## src/rtl/seven_seg_scan_ctrl.sv

```systemverilog
// rtl/seven_seg_scan_ctrl.sv - multiplexed hex seven-segment scan controller
//
// Scans NUM_DIGITS hex digits through one shared segment decoder. Each digit
// is driven for DIV cycles and followed by DEAD all-off cycles. New values are
// staged in a pending register and committed at frame boundaries, or applied
// at once while the display is off or disabled.
//
// Ports:
//   clk        in   clock, rising edge
//   reset      in   synchronous active-high reset
//   enable     in   1 = scan, 0 = dark
//   load       in   capture value on this edge
//   value      in   [31:0] hex word, nibble k -> digit k
//   blank_lz   in   blank leading-zero digits (digit 0 never blanked)
//   load_ack   out  one-cycle acknowledge of load
//   digit_sel  out  [NUM_DIGITS-1:0] active-low one-hot digit enable
//   seg        out  [6:0] active-low segments {g,f,e,d,c,b,a}
//   frame_done out  one-cycle pulse after each complete scan

module seven_seg_scan_ctrl #(
    parameter int NUM_DIGITS = 8,
    parameter int DIV        = 50000,
    parameter int DEAD       = 16
) (
    input  logic                  clk,
    input  logic                  reset,
    input  logic                  enable,
    input  logic                  load,
    input  logic [31:0]           value,
    input  logic                  blank_lz,
    output logic                  load_ack,
    output logic [NUM_DIGITS-1:0] digit_sel,
    output logic [6:0]            seg,
    output logic                  frame_done
);

    localparam int IW = (NUM_DIGITS > 1) ? $clog2(NUM_DIGITS) : 1;
    localparam int CW = 20;
    localparam int VW = 4 * NUM_DIGITS;

    localparam logic [CW-1:0] DIV_LAST  = CW'(DIV - 1);
    localparam logic [CW-1:0] DEAD_LAST = CW'((DEAD > 0) ? DEAD - 1 : 0);
    localparam logic [IW-1:0] IDX_LAST  = IW'(NUM_DIGITS - 1);

    typedef enum logic [1:0] {
        S_OFF,
        S_DRIVE,
        S_DEAD
    } state_t;

    state_t          state, state_n;
    logic [IW-1:0]   idx, idx_n;
    logic [CW-1:0]   cnt, cnt_n;
    logic            boundary;

    logic [VW-1:0]   shown, shown_n;
    logic [VW-1:0]   pending, pending_n;
    logic            pend_valid, pend_valid_n;

    logic [NUM_DIGITS-1:0] lz;
    logic                  zero_run;
    logic [3:0]            nib;
    logic                  blank;
    logic [6:0]            dec_seg;

    logic [NUM_DIGITS-1:0] digit_sel_d;
    logic [6:0]            seg_d;

    if (VW < 32) begin : g_unused
        logic unused_value_hi;
        assign unused_value_hi = ^value[31:VW];
    end

    // State register
    always_ff @(posedge clk) begin
        if (reset) begin
            state <= S_OFF;
            idx   <= '0;
            cnt   <= '0;
        end else begin
            state <= state_n;
            idx   <= idx_n;
            cnt   <= cnt_n;
        end
    end

    // Next-state logic; boundary marks the final cycle of the last digit
    always_comb begin
        state_n  = state;
        idx_n    = idx;
        cnt_n    = cnt;
        boundary = 1'b0;
        if (!enable) begin
            state_n = S_OFF;
            idx_n   = '0;
            cnt_n   = '0;
        end else begin
            case (state)
                S_OFF: begin
                    state_n = S_DRIVE;
                    idx_n   = '0;
                    cnt_n   = '0;
                end
                S_DRIVE: begin
                    if (cnt == DIV_LAST) begin
                        cnt_n = '0;
                        if (DEAD == 0) begin
                            idx_n    = (idx == IDX_LAST) ? '0 : idx + 1'b1;
                            boundary = (idx == IDX_LAST);
                        end else begin
                            state_n = S_DEAD;
                        end
                    end else begin
                        cnt_n = cnt + 1'b1;
                    end
                end
                S_DEAD: begin
                    if (cnt == DEAD_LAST) begin
                        cnt_n    = '0;
                        state_n  = S_DRIVE;
                        idx_n    = (idx == IDX_LAST) ? '0 : idx + 1'b1;
                        boundary = (idx == IDX_LAST);
                    end else begin
                        cnt_n = cnt + 1'b1;
                    end
                end
                default: begin
                    state_n = S_OFF;
                    idx_n   = '0;
                    cnt_n   = '0;
                end
            endcase
        end
    end

    // Value staging: a load while dark, or on the boundary edge itself,
    // goes straight to shown so it is what the next frame displays.
    always_comb begin
        shown_n      = shown;
        pending_n    = pending;
        pend_valid_n = pend_valid;
        if (load) begin
            pending_n    = value[VW-1:0];
            pend_valid_n = 1'b1;
            if (state == S_OFF || !enable || boundary) begin
                shown_n      = value[VW-1:0];
                pend_valid_n = 1'b0;
            end
        end else if (boundary && pend_valid) begin
            shown_n      = pending;
            pend_valid_n = 1'b0;
        end
    end

    always_ff @(posedge clk) begin
        if (reset) begin
            shown      <= '0;
            pending    <= '0;
            pend_valid <= 1'b0;
        end else begin
            shown      <= shown_n;
            pending    <= pending_n;
            pend_valid <= pend_valid_n;
        end
    end

    // lz[k] is set when nibbles k..NUM_DIGITS-1 of the next shown are all zero
    always_comb begin
        lz       = '0;
        zero_run = 1'b1;
        for (int k = NUM_DIGITS - 1; k >= 0; k--) begin
            zero_run = zero_run && (shown_n[4*k +: 4] == 4'h0);
            lz[k]    = zero_run;
        end
    end

    // Nibble select and blanking for the digit about to be driven
    always_comb begin
        nib   = 4'h0;
        blank = 1'b0;
        for (int k = 0; k < NUM_DIGITS; k++) begin
            if (idx_n == IW'(k)) begin
                nib = shown_n[4*k +: 4];
                if (k > 0) begin
                    blank = blank_lz && lz[k];
                end
            end
        end
    end

    // The single shared hex decoder
    always_comb begin
        case (nib)
            4'h0:    dec_seg = 7'b1000000;
            4'h1:    dec_seg = 7'b1111001;
            4'h2:    dec_seg = 7'b0100100;
            4'h3:    dec_seg = 7'b0110000;
            4'h4:    dec_seg = 7'b0011001;
            4'h5:    dec_seg = 7'b0010010;
            4'h6:    dec_seg = 7'b0000010;
            4'h7:    dec_seg = 7'b1111000;
            4'h8:    dec_seg = 7'b0000000;
            4'h9:    dec_seg = 7'b0010000;
            4'hA:    dec_seg = 7'b0001000;
            4'hB:    dec_seg = 7'b0000011;
            4'hC:    dec_seg = 7'b1000110;
            4'hD:    dec_seg = 7'b0100001;
            4'hE:    dec_seg = 7'b0000110;
            default: dec_seg = 7'b0001110;
        endcase
    end

    // Output logic: computed from next-state values so the registered
    // outputs line up with the state register in the same cycle.
    always_comb begin
        digit_sel_d = '1;
        seg_d       = 7'b1111111;
        if (state_n == S_DRIVE) begin
            for (int k = 0; k < NUM_DIGITS; k++) begin
                if (idx_n == IW'(k)) begin
                    digit_sel_d[k] = 1'b0;
                end
            end
            seg_d = blank ? 7'b1111111 : dec_seg;
        end
    end

    always_ff @(posedge clk) begin
        if (reset) begin
            digit_sel  <= '1;
            seg        <= 7'b1111111;
            load_ack   <= 1'b0;
            frame_done <= 1'b0;
        end else begin
            digit_sel  <= digit_sel_d;
            seg        <= seg_d;
            load_ack   <= load;
            frame_done <= boundary;
        end
    end

endmodule

```

## config.mk

```make
export PLATFORM = sky130hd
export DESIGN_NAME = seven_seg_scan_ctrl
export DESIGN_NICKNAME = d
export VERILOG_FILES = /design/src/rtl/seven_seg_scan_ctrl.sv
export SDC_FILE = /design/constraint.sdc
export NUM_CORES = 1
export LEC_CHECK = 0
export CAP_MARGIN = 20
export CELL_PAD_IN_SITES_DETAIL_PLACEMENT = 1
export CELL_PAD_IN_SITES_GLOBAL_PLACEMENT = 1
export CORE_ASPECT_RATIO = 0.9
export CORE_UTILIZATION = 48
export DETAILED_ROUTE_END_ITERATION = 10
export PLACE_DENSITY_LB_ADDON = 0.1
export SYNTH_ARGS = -nofsm -noshare
export SYNTH_HDL_FRONTEND = slang
export SYNTH_SLANG_ARGS = --single-unit
```

## constraint.sdc

```tcl
create_clock -name clk -period 7.3 [get_ports clk]
set_input_delay 1.825 -clock clk [delete_from_list [all_inputs] [get_ports clk]]
set_output_delay 1.825 -clock clk [all_outputs]
set_load 0.02 [all_outputs]
```

# Word level (Yosys, flattened, before mapping)
# Memory sizes are Yosys's and may differ from the RTL's. A register that Yosys moved wholly into a read port is not among the register bits.
# Index checks and enable logic that the tools add are counted.
# op_classes
order_cmp	0
add_sub_neg	2
n_reduce_logical	30
n_eq_ne	13
div_mod_pow	0
n_mul	0
n_shift	0
bitwise_logic	2
mux	43
# ops
op	count
2-to-1 mux 32 bit	3
2-to-1 mux 20 bit	2
case mux 20 bit (2 select lines)	1
2-to-1 mux 4 bit	8
zero test 4 bit	7
2-to-1 mux 1 bit	21
adder 20 x 1 -> 20 bit (second input constant)	1
equality test 20 x 16 -> 1 bit (second input constant)	1
equality test 20 x 4 -> 1 bit (second input constant)	1
equality test 3 bit (second input constant)	5
logical AND 1 bit	14
2-to-1 mux 3 bit	3
equality test 3 x 2 -> 1 bit (second input constant)	2
2-to-1 mux 2 bit	3
case mux 2 bit (3 select lines)	1
case mux 3 bit (2 select lines)	1
equality test 2 x 1 -> 1 bit (second input constant)	2
OR reduction 2 bit	2
adder 3 x 1 -> 3 bit (second input constant)	1
equality test 3 x 1 -> 1 bit (second input constant)	1
zero test 3 bit	1
OR reduction 3 bit	1
equality test 2 bit (second input constant)	1
zero test 2 bit	1
other kinds (4)	6
# totals
latch_bits	0
output_inout_bits	17
rom_bits	112
wordCells	100
ff_bits	100
in_bits	37
mem_bits_rw	0
memories	1
# mem_list
memory	words	width	read_ports	rd_ports_with_merged_regs	wr	line_no	rtl
(no name shown)	16	7	1	1	0	193	case (nib)

# Longest topological paths before layout
# Gate-level depths: netlist of the first run.
# logic_depth
word_depth	23
mapped_depth	18
ltp_nobuf	15

# Worst setup path after synthesis of the first run
# OpenSTA, ideal clock, no wires.
# synth_path
path_type	input -> register
startpoint	input port enable
endpoint	register seg[0]
path_buffers	2
arrival_time_ns	4.412
cell_stages	14
setup_ns	0.140
path_slack_ns	2.747
required_time_ns	7.160
cell_sequence	and3_1 -> and4bb_1 -> buf_6 -> nand2_8 -> buf_4 -> mux2i_1 -> mux2_2 -> a22oi_1 -> a21oi_1 -> o22ai_1 -> inv_1 -> ha_1 -> a2111oi_0 -> a22oi_2
# synth_between
elab_chain_len	21
elab_cells_between_ends	56
classes_between	eq/ne (8); mux (21); bitwise (1); reduce/logical (26)
# synth_rtl
element	line_no	rtl
start, declared	27	input logic enable,
zero test 1 bit	145	if (state == S_OFF || !enable || boundary) begin
logical OR 1 bit (2 in a row)	145	
2-to-1 mux 32 bit	145	
2-to-1 mux 32 bit	142	if (load) begin
zero test 4 bit	172	zero_run = zero_run && (shown_n[4*k +: 4] == 4'h0);
logical AND 1 bit (6 in a row)	172	
logical AND 1 bit	185	blank = blank_lz && lz[k];
2-to-1 mux 1 bit (7 in a row)	182	if (idx_n == IW'(k)) begin
OR reduction 3 bit (no line)	-	
end, declared	33	output logic [6:0] seg,
# Several ways; a longest one is shown, not always the timed one.
# A chain may end at the register's enable or synchronous reset.

# Worst setup path after layout of the first run
# Same ends and word-level chain as after synthesis.

==> results.cfg, run 1 <==
[outcome]
status = completed

[clock_network]
clk_path_buf_depth = 2
cts_tree = done
numCtsBuffers = 9
clk_pin_slew_worst_paths_ns = 0.07
clk_latency_ns = 0.36
cts_root_buffer = clkbuf_16
cts.sinks = 107
cts_hold_buffers = 0
htreeDepth = 3
ctsResizeCount = 0
post-cts-setup-buffers = 0

[timing]
fin_ws_ns = 1.66
hold_violations = 0
fin_crit_sh_pct = 77.3
worst_pin_slew_ns = 0.998
max_slew_margin_pct = 33.5
drv_slew = 0
rsz0062_at_grt = no
finalSetupViolations = 0
setup-tns-final_ns = 0
fin_skew_ns = 0.00783
period_minus_slack_ns = 5.64
clock.fmax_mhz = 177

[power_and_ir_drop]
p_int_uw = 950
peakVddDrop_mv = 0.111
seq_power_share_pct = 48.6
p_leak_uw = 0.00263
power_switching_uw = 335
pwr-share-comb_pct = 14.4
power_density_nw_per_um2 = 195
clock_power_share_pct = 37.0
p_sw_share_pct = 26.1

[layout]
layout_commonest_cell = nor2_1
fin_nets = 721
final_core_util_pct = 56.9
antenna_cells = 0
nFillCells = 1330
drive_gt1_share_pct = 9.02
syn2layout_area_growth_pct = 14.5
layout_common_cells = 119 x nor2_1, 107 x dfxtp_1, 93 x mux2i_1

[floorplan]
die_y_um = 106
core_area_um2 = 11600
rows = 37
io_pins = 54
die-area_um2 = 12400
fp.dieW_um = 117
start_util_pct = 49.7

[synth]
ys.warnings.count = 0
syn_nets = 689
avgSynthCellArea_um2 = 8.99
ys.flop_type = dfxtp_1
synth_edf_count = 0
ys_types = 67
synth_area_um2 = 5750
synth-seq-cells = 107
ys_seq_area_share_pct = 37.2
syn_inst = 640
async_reset_ff_share_pct = 0

[grt]
grt.total_usage_pct = 28.0
grt_use_met1_pct = 35.4
grt_max_degree = 74
grt_pass1_vias = 5190
antenna_found_initial = 0
grt_use_met3_pct = 6.82
use_met2_pct = 47.3
grt_overflow_total = 0
busiest_layer = met2
grt_first_pass_wirelength_um = 27300

[place]
place_congestion = 0.878
io_buffers = 53
dp.final_hpwl_um = 11600
post-place-ws_ns = 1.37

[setup_path]
worstPathArrival_ns = 5.86
path_class = input port to flip-flop
endpoint_kind = flip-flop
crit_fanout = 9
crit_required_ns = 7.52
cp-start-kind = input port

[min_path]
hp-class = flip-flop to flip-flop

[detailed_routing]
vias = 4892
drtIter0Drc = 224
dr.pass1.iters = 5
via_per_inst = 5.88
wirelength_um = 16600
drc = 0
drtAntennaViolNets = 0
wire_per_inst_um = 20.0

[flow_run]
max_cap_violations = 0
==> power by group through the flow <==
stage	logic [uW]	registers, uW	clock network (uW)
after CTS	184	624	485
after floorplan	115	637	0
after global placement	176	635	0
after global routing	201	627	500
after detailed placement	182	637	0
final	185	624	476
==> path summary, 6_finish.rpt <==
| path | start | end | slack (ns) | cells after the start |
|---|---|---|---|---|
| setup / recovery | enable | seg[0] | 1.66 | 13 |
| hold / removal | cnt[0] | cnt[0] | 0.50 | 1 |
| setup reg to reg | cnt[0] | seg[0] | 2.68 | 13 |
| hold reg to reg | cnt[0] | cnt[0] | 0.50 | 1 |
==> kinds of logic (layout without fill, tap and decap cells) <==
logic type | after synthesis | in the layout | share of synthesized area (%)
adder cells (fa/ha/maj) | 12 | 12 | 2.61
XOR/XNOR | 17 | 17 | 2.59
flip-flops | 107 | 107 | 37.2
AND/OR/NAND/NOR | 253 | 253 | 20.8
multiplexers | 117 | 117 | 21.0
buffers and inverters | 53 | 89 | 4.52
AO/OA/AOI/OAI | 81 | 81 | 11.3
==> flip-flops by register name, summed over array words and instances (netlist names) <==
| register | flops |
|---|---|
| seg | 7 |
| pending | 32 |
| idx | 3 |
| digit_sel | 8 |
| frame_done | 1 |
| state | 2 |
| shown | 32 |
| load_ack | 1 |
| pend_valid | 1 |
| cnt | 20 |
==> critical path, stage by stage <==
cell             delay, ns
clkdlybuf4s50_1       0.61
and3_1                0.32
and4bb_1              0.51
and2_1                0.51
nand2_1               0.10
nand2_1               0.09
o21ai_0               0.15
a22o_1                0.30
o22ai_1               0.45
inv_1                 0.14
ha_1                  0.30
a2111oi_0             0.43
a22oi_2               0.10
==> metrics by stage <==
step                      total power (uW)  instances  hold slack [ns]  cell area (um2)
after detailed placement               819        817            0.490             6300
after global placement                 811        817            0.436             6300
after global routing                  1330        832            0.521             6590
after CTS                             1290        832            0.505             6590
final                                 1280        832            0.499             6590
after floorplan                        752        640            0.426             5750
==> area by class of cell <==
type                       instances  area (um2)  area share [%]
clock buffer                      13         270            4.10
clock inverter                     2        10.0           0.152
inverter                          16        60.1           0.912
multi-input combinational        480        3350            50.9
sequential                       107        2140            32.5
tap                              156         195            2.96
timing repair buffer              58         558            8.47
==> cell usage after synthesis, drive strengths merged (2+ instances only) <==
cell type / instances / area (um2)
a211o: 4 / 35.0
a211oi: 3 / 27.5
a21boi: 2 / 15.0
a21oi: 13 / 72.6
a221o: 2 / 20.0
a22o: 2 / 17.5
a22oi: 5 / 47.5
a311o: 2 / 20.0
a311oi: 2 / 23.8
a31oi: 2 / 27.5
and2: 7 / 43.8
and3: 10 / 62.6
and4: 2 / 17.5
buf: 17 / 125
clkbuf: 20 / 75.1
dfxtp: 107 / 2140
ha: 12 / 150
inv: 16 / 60.1
mux2: 24 / 278
mux2i: 93 / 931
nand2: 45 / 185
nand2b: 3 / 18.8
nand3: 19 / 95.1
nand4: 11 / 68.8
nand4b: 2 / 17.5
nor2: 122 / 475
nor2b: 3 / 18.8
nor3: 16 / 90.1
nor4: 4 / 25.0
o211ai: 13 / 97.6
o21ai: 15 / 78.8
o22ai: 4 / 31.3
o311ai: 2 / 17.5
o31ai: 2 / 28.8
or3: 4 / 25.0
or4: 2 / 22.5
xnor2: 7 / 61.3
xor2: 10 / 87.6
==> routing by layer <==
layer,wire length [um],up-vias
met5,0,-
met4,269,0
met3,782,23
met2,7950,93
met1,7600,2465
li1,-,2311
(Power assumes the default switching activity.)
==> run 2: changes to the inputs <==
Settings changed: CORE_UTILIZATION 48 to 40.
Clock period 7.3 ns to 4.8 ns, I/O delays scaled along.
==> results.cfg, run 2 (same netlist as run 1, synthesis figures left out) <==
[outcome]
status = completed

[layout]
stdcell_area_um2 = 6740
fin_nets = 735
drive_gt1_share_pct = 10.8
final_core_util_pct = 48.1
layout_commonest_cell = nor2_1
largestRegisters = pending: 32 flops, shown: 32 flops, cnt: 20 flops
fin_cells = 881
syn2layout_area_growth_pct = 17.2
layout_common_cells = 119 x nor2_1, 107 x dfxtp_1, 93 x mux2i_1
antenna_cells = 0
nFillCells = 1608

[setup_path]
critical_path.top_delay_family = compound AO/OA/AOI/OAI gates
crit_fanout = 7
worstReg2RegStart = cnt[13]
worstRegToRegCells = 12
rr_endpoint = seg[0]
crit_required_ns = 5.02
endpoint_kind = flip-flop
path_class = input port to flip-flop
rrSetupSlack_ns = 0.56
cpPeakStageDelay_ns = 0.43
cp-start-kind = input port
path_buf_inv = 3
crit_chain = clkdlybuf4s50_1 > and3_1 > and4bb_1 > buf_4 > and2_1 > a211oi_1 > a211oi_1 > a211o_1 > a21oi_1 > o22a_1 > inv_1 > ha_1 > a2111oi_0 > a22oi_2
crit_slowest_cell = clkdlybuf4s50_1
worstPathArrival_ns = 4.54
cpMostUsedCell = a211oi_1

[clock_network]
cts_tree = done
cts_root_buffer = clkbuf_16
htreeDepth = 3
post-cts-setup-buffers = 0
ctsResizeCount = 0
cts_hold_buffers = 0
clk_path_buf_depth = 2
numCtsBuffers = 9
cts.sinks = 107
clk_pin_slew_worst_paths_ns = 0.07
clk_latency_ns = 0.36

[grt]
antenna_found_initial = 0
grt_first_pass_wirelength_um = 26500
grt_pass1_vias = 4995
grt_max_degree = 73
grt.total_usage_pct = 23.3
grt_overflow_total = 0

[timing]
fin_skew_ns = 0.00782
period_minus_slack_ns = 4.32
rsz0062_at_grt = no
worst_pin_slew_ns = 0.782
hold_violations = 0
setup-tns-final_ns = 0
drv_slew = 0
max_slew_margin_pct = 47.8
finalSetupViolations = 0
clock.fmax_mhz = 231
fin_crit_sh_pct = 90.0

[place]
io_buffers = 53
postPlaceCellArea_um2 = 6480
place_congestion = 0.869
dp.final_hpwl_um = 11900
place_inst = 868

[detailed_routing]
wire_per_inst_um = 18.5
wirelength_um = 16300
drtAntennaViolNets = 0
drc = 0
drtIter0Drc = 226
via_per_inst = 5.44
vias = 4790
dr.pass1.iters = 4

[floorplan]
core_area_um2 = 14000
die_y_um = 116
start_util_pct = 41.1
die-area_um2 = 14900
rows = 41
fp.dieW_um = 128
io_pins = 54

[power_and_ir_drop]
p_leak_uw = 0.00270
peakVddDrop_mv = 0.176
total_power_uw = 1920
power_density_nw_per_um2 = 285

[min_path]
min_to = cnt[0]
holdPathStages = 1
hp-class = flip-flop to flip-flop
worstHoldStart = cnt[0]

[flow_run]
max_cap_violations = 0
-- run 2: final cells by class --
cell class | count | area (um2) | share of cell area (%)
multi-input cells | 480 | 3350 | 49.7
flip-flops and latches | 107 | 2140 | 31.8
repair buffers | 72 | 691 | 10.2
well taps | 193 | 241 | 3.58
clock buffers | 10 | 239 | 3.55
inverters | 16 | 60.1 | 0.891
clock inverters | 3 | 17.5 | 0.260
-- run 2: report_power, final --
part / switching (uW) / leakage [uW] / internal, uW / total [uW]
sequential: 20.8 / 0.000878 / 928 / 949
clock: 330 / 0.000126 / 356 / 686
combinational: 153 / 0.00169 / 130 / 284
-- run 2: worst max path at each step --
stage / startpoint / to / slack (ns) / cells past startpoint
floorplan: enable / seg[0] / 0.87 / 14
global placement: enable / seg[0] / 0.22 / 14
detailed placement: enable / seg[0] / 0.12 / 14
CTS: enable / seg[0] / 0.49 / 14
global route: cnt[13] / seg[0] / 0.22 / 12
finish: enable / seg[0] / 0.48 / 14
-- run 2: routing by layer --
| layer | wire [um] | track usage [%] |
|---|---|---|
| met1 | 7950 | 32.3 |
| met2 | 7350 | 36.2 |
| met3 | 795 | 5.22 |
| met4 | 228 | 7.22 |
| met5 | 0 | 0 |
-- run 2: per-stage QoR --
step / setup WS, ns / hold slack, ns
after global routing: 0.217 / 0.523
after CTS: 0.486 / 0.481
after detailed placement: 0.120 / 0.465
after floorplan: 0.872 / 0.426
final: 0.479 / 0.482
after global placement: 0.222 / 0.439
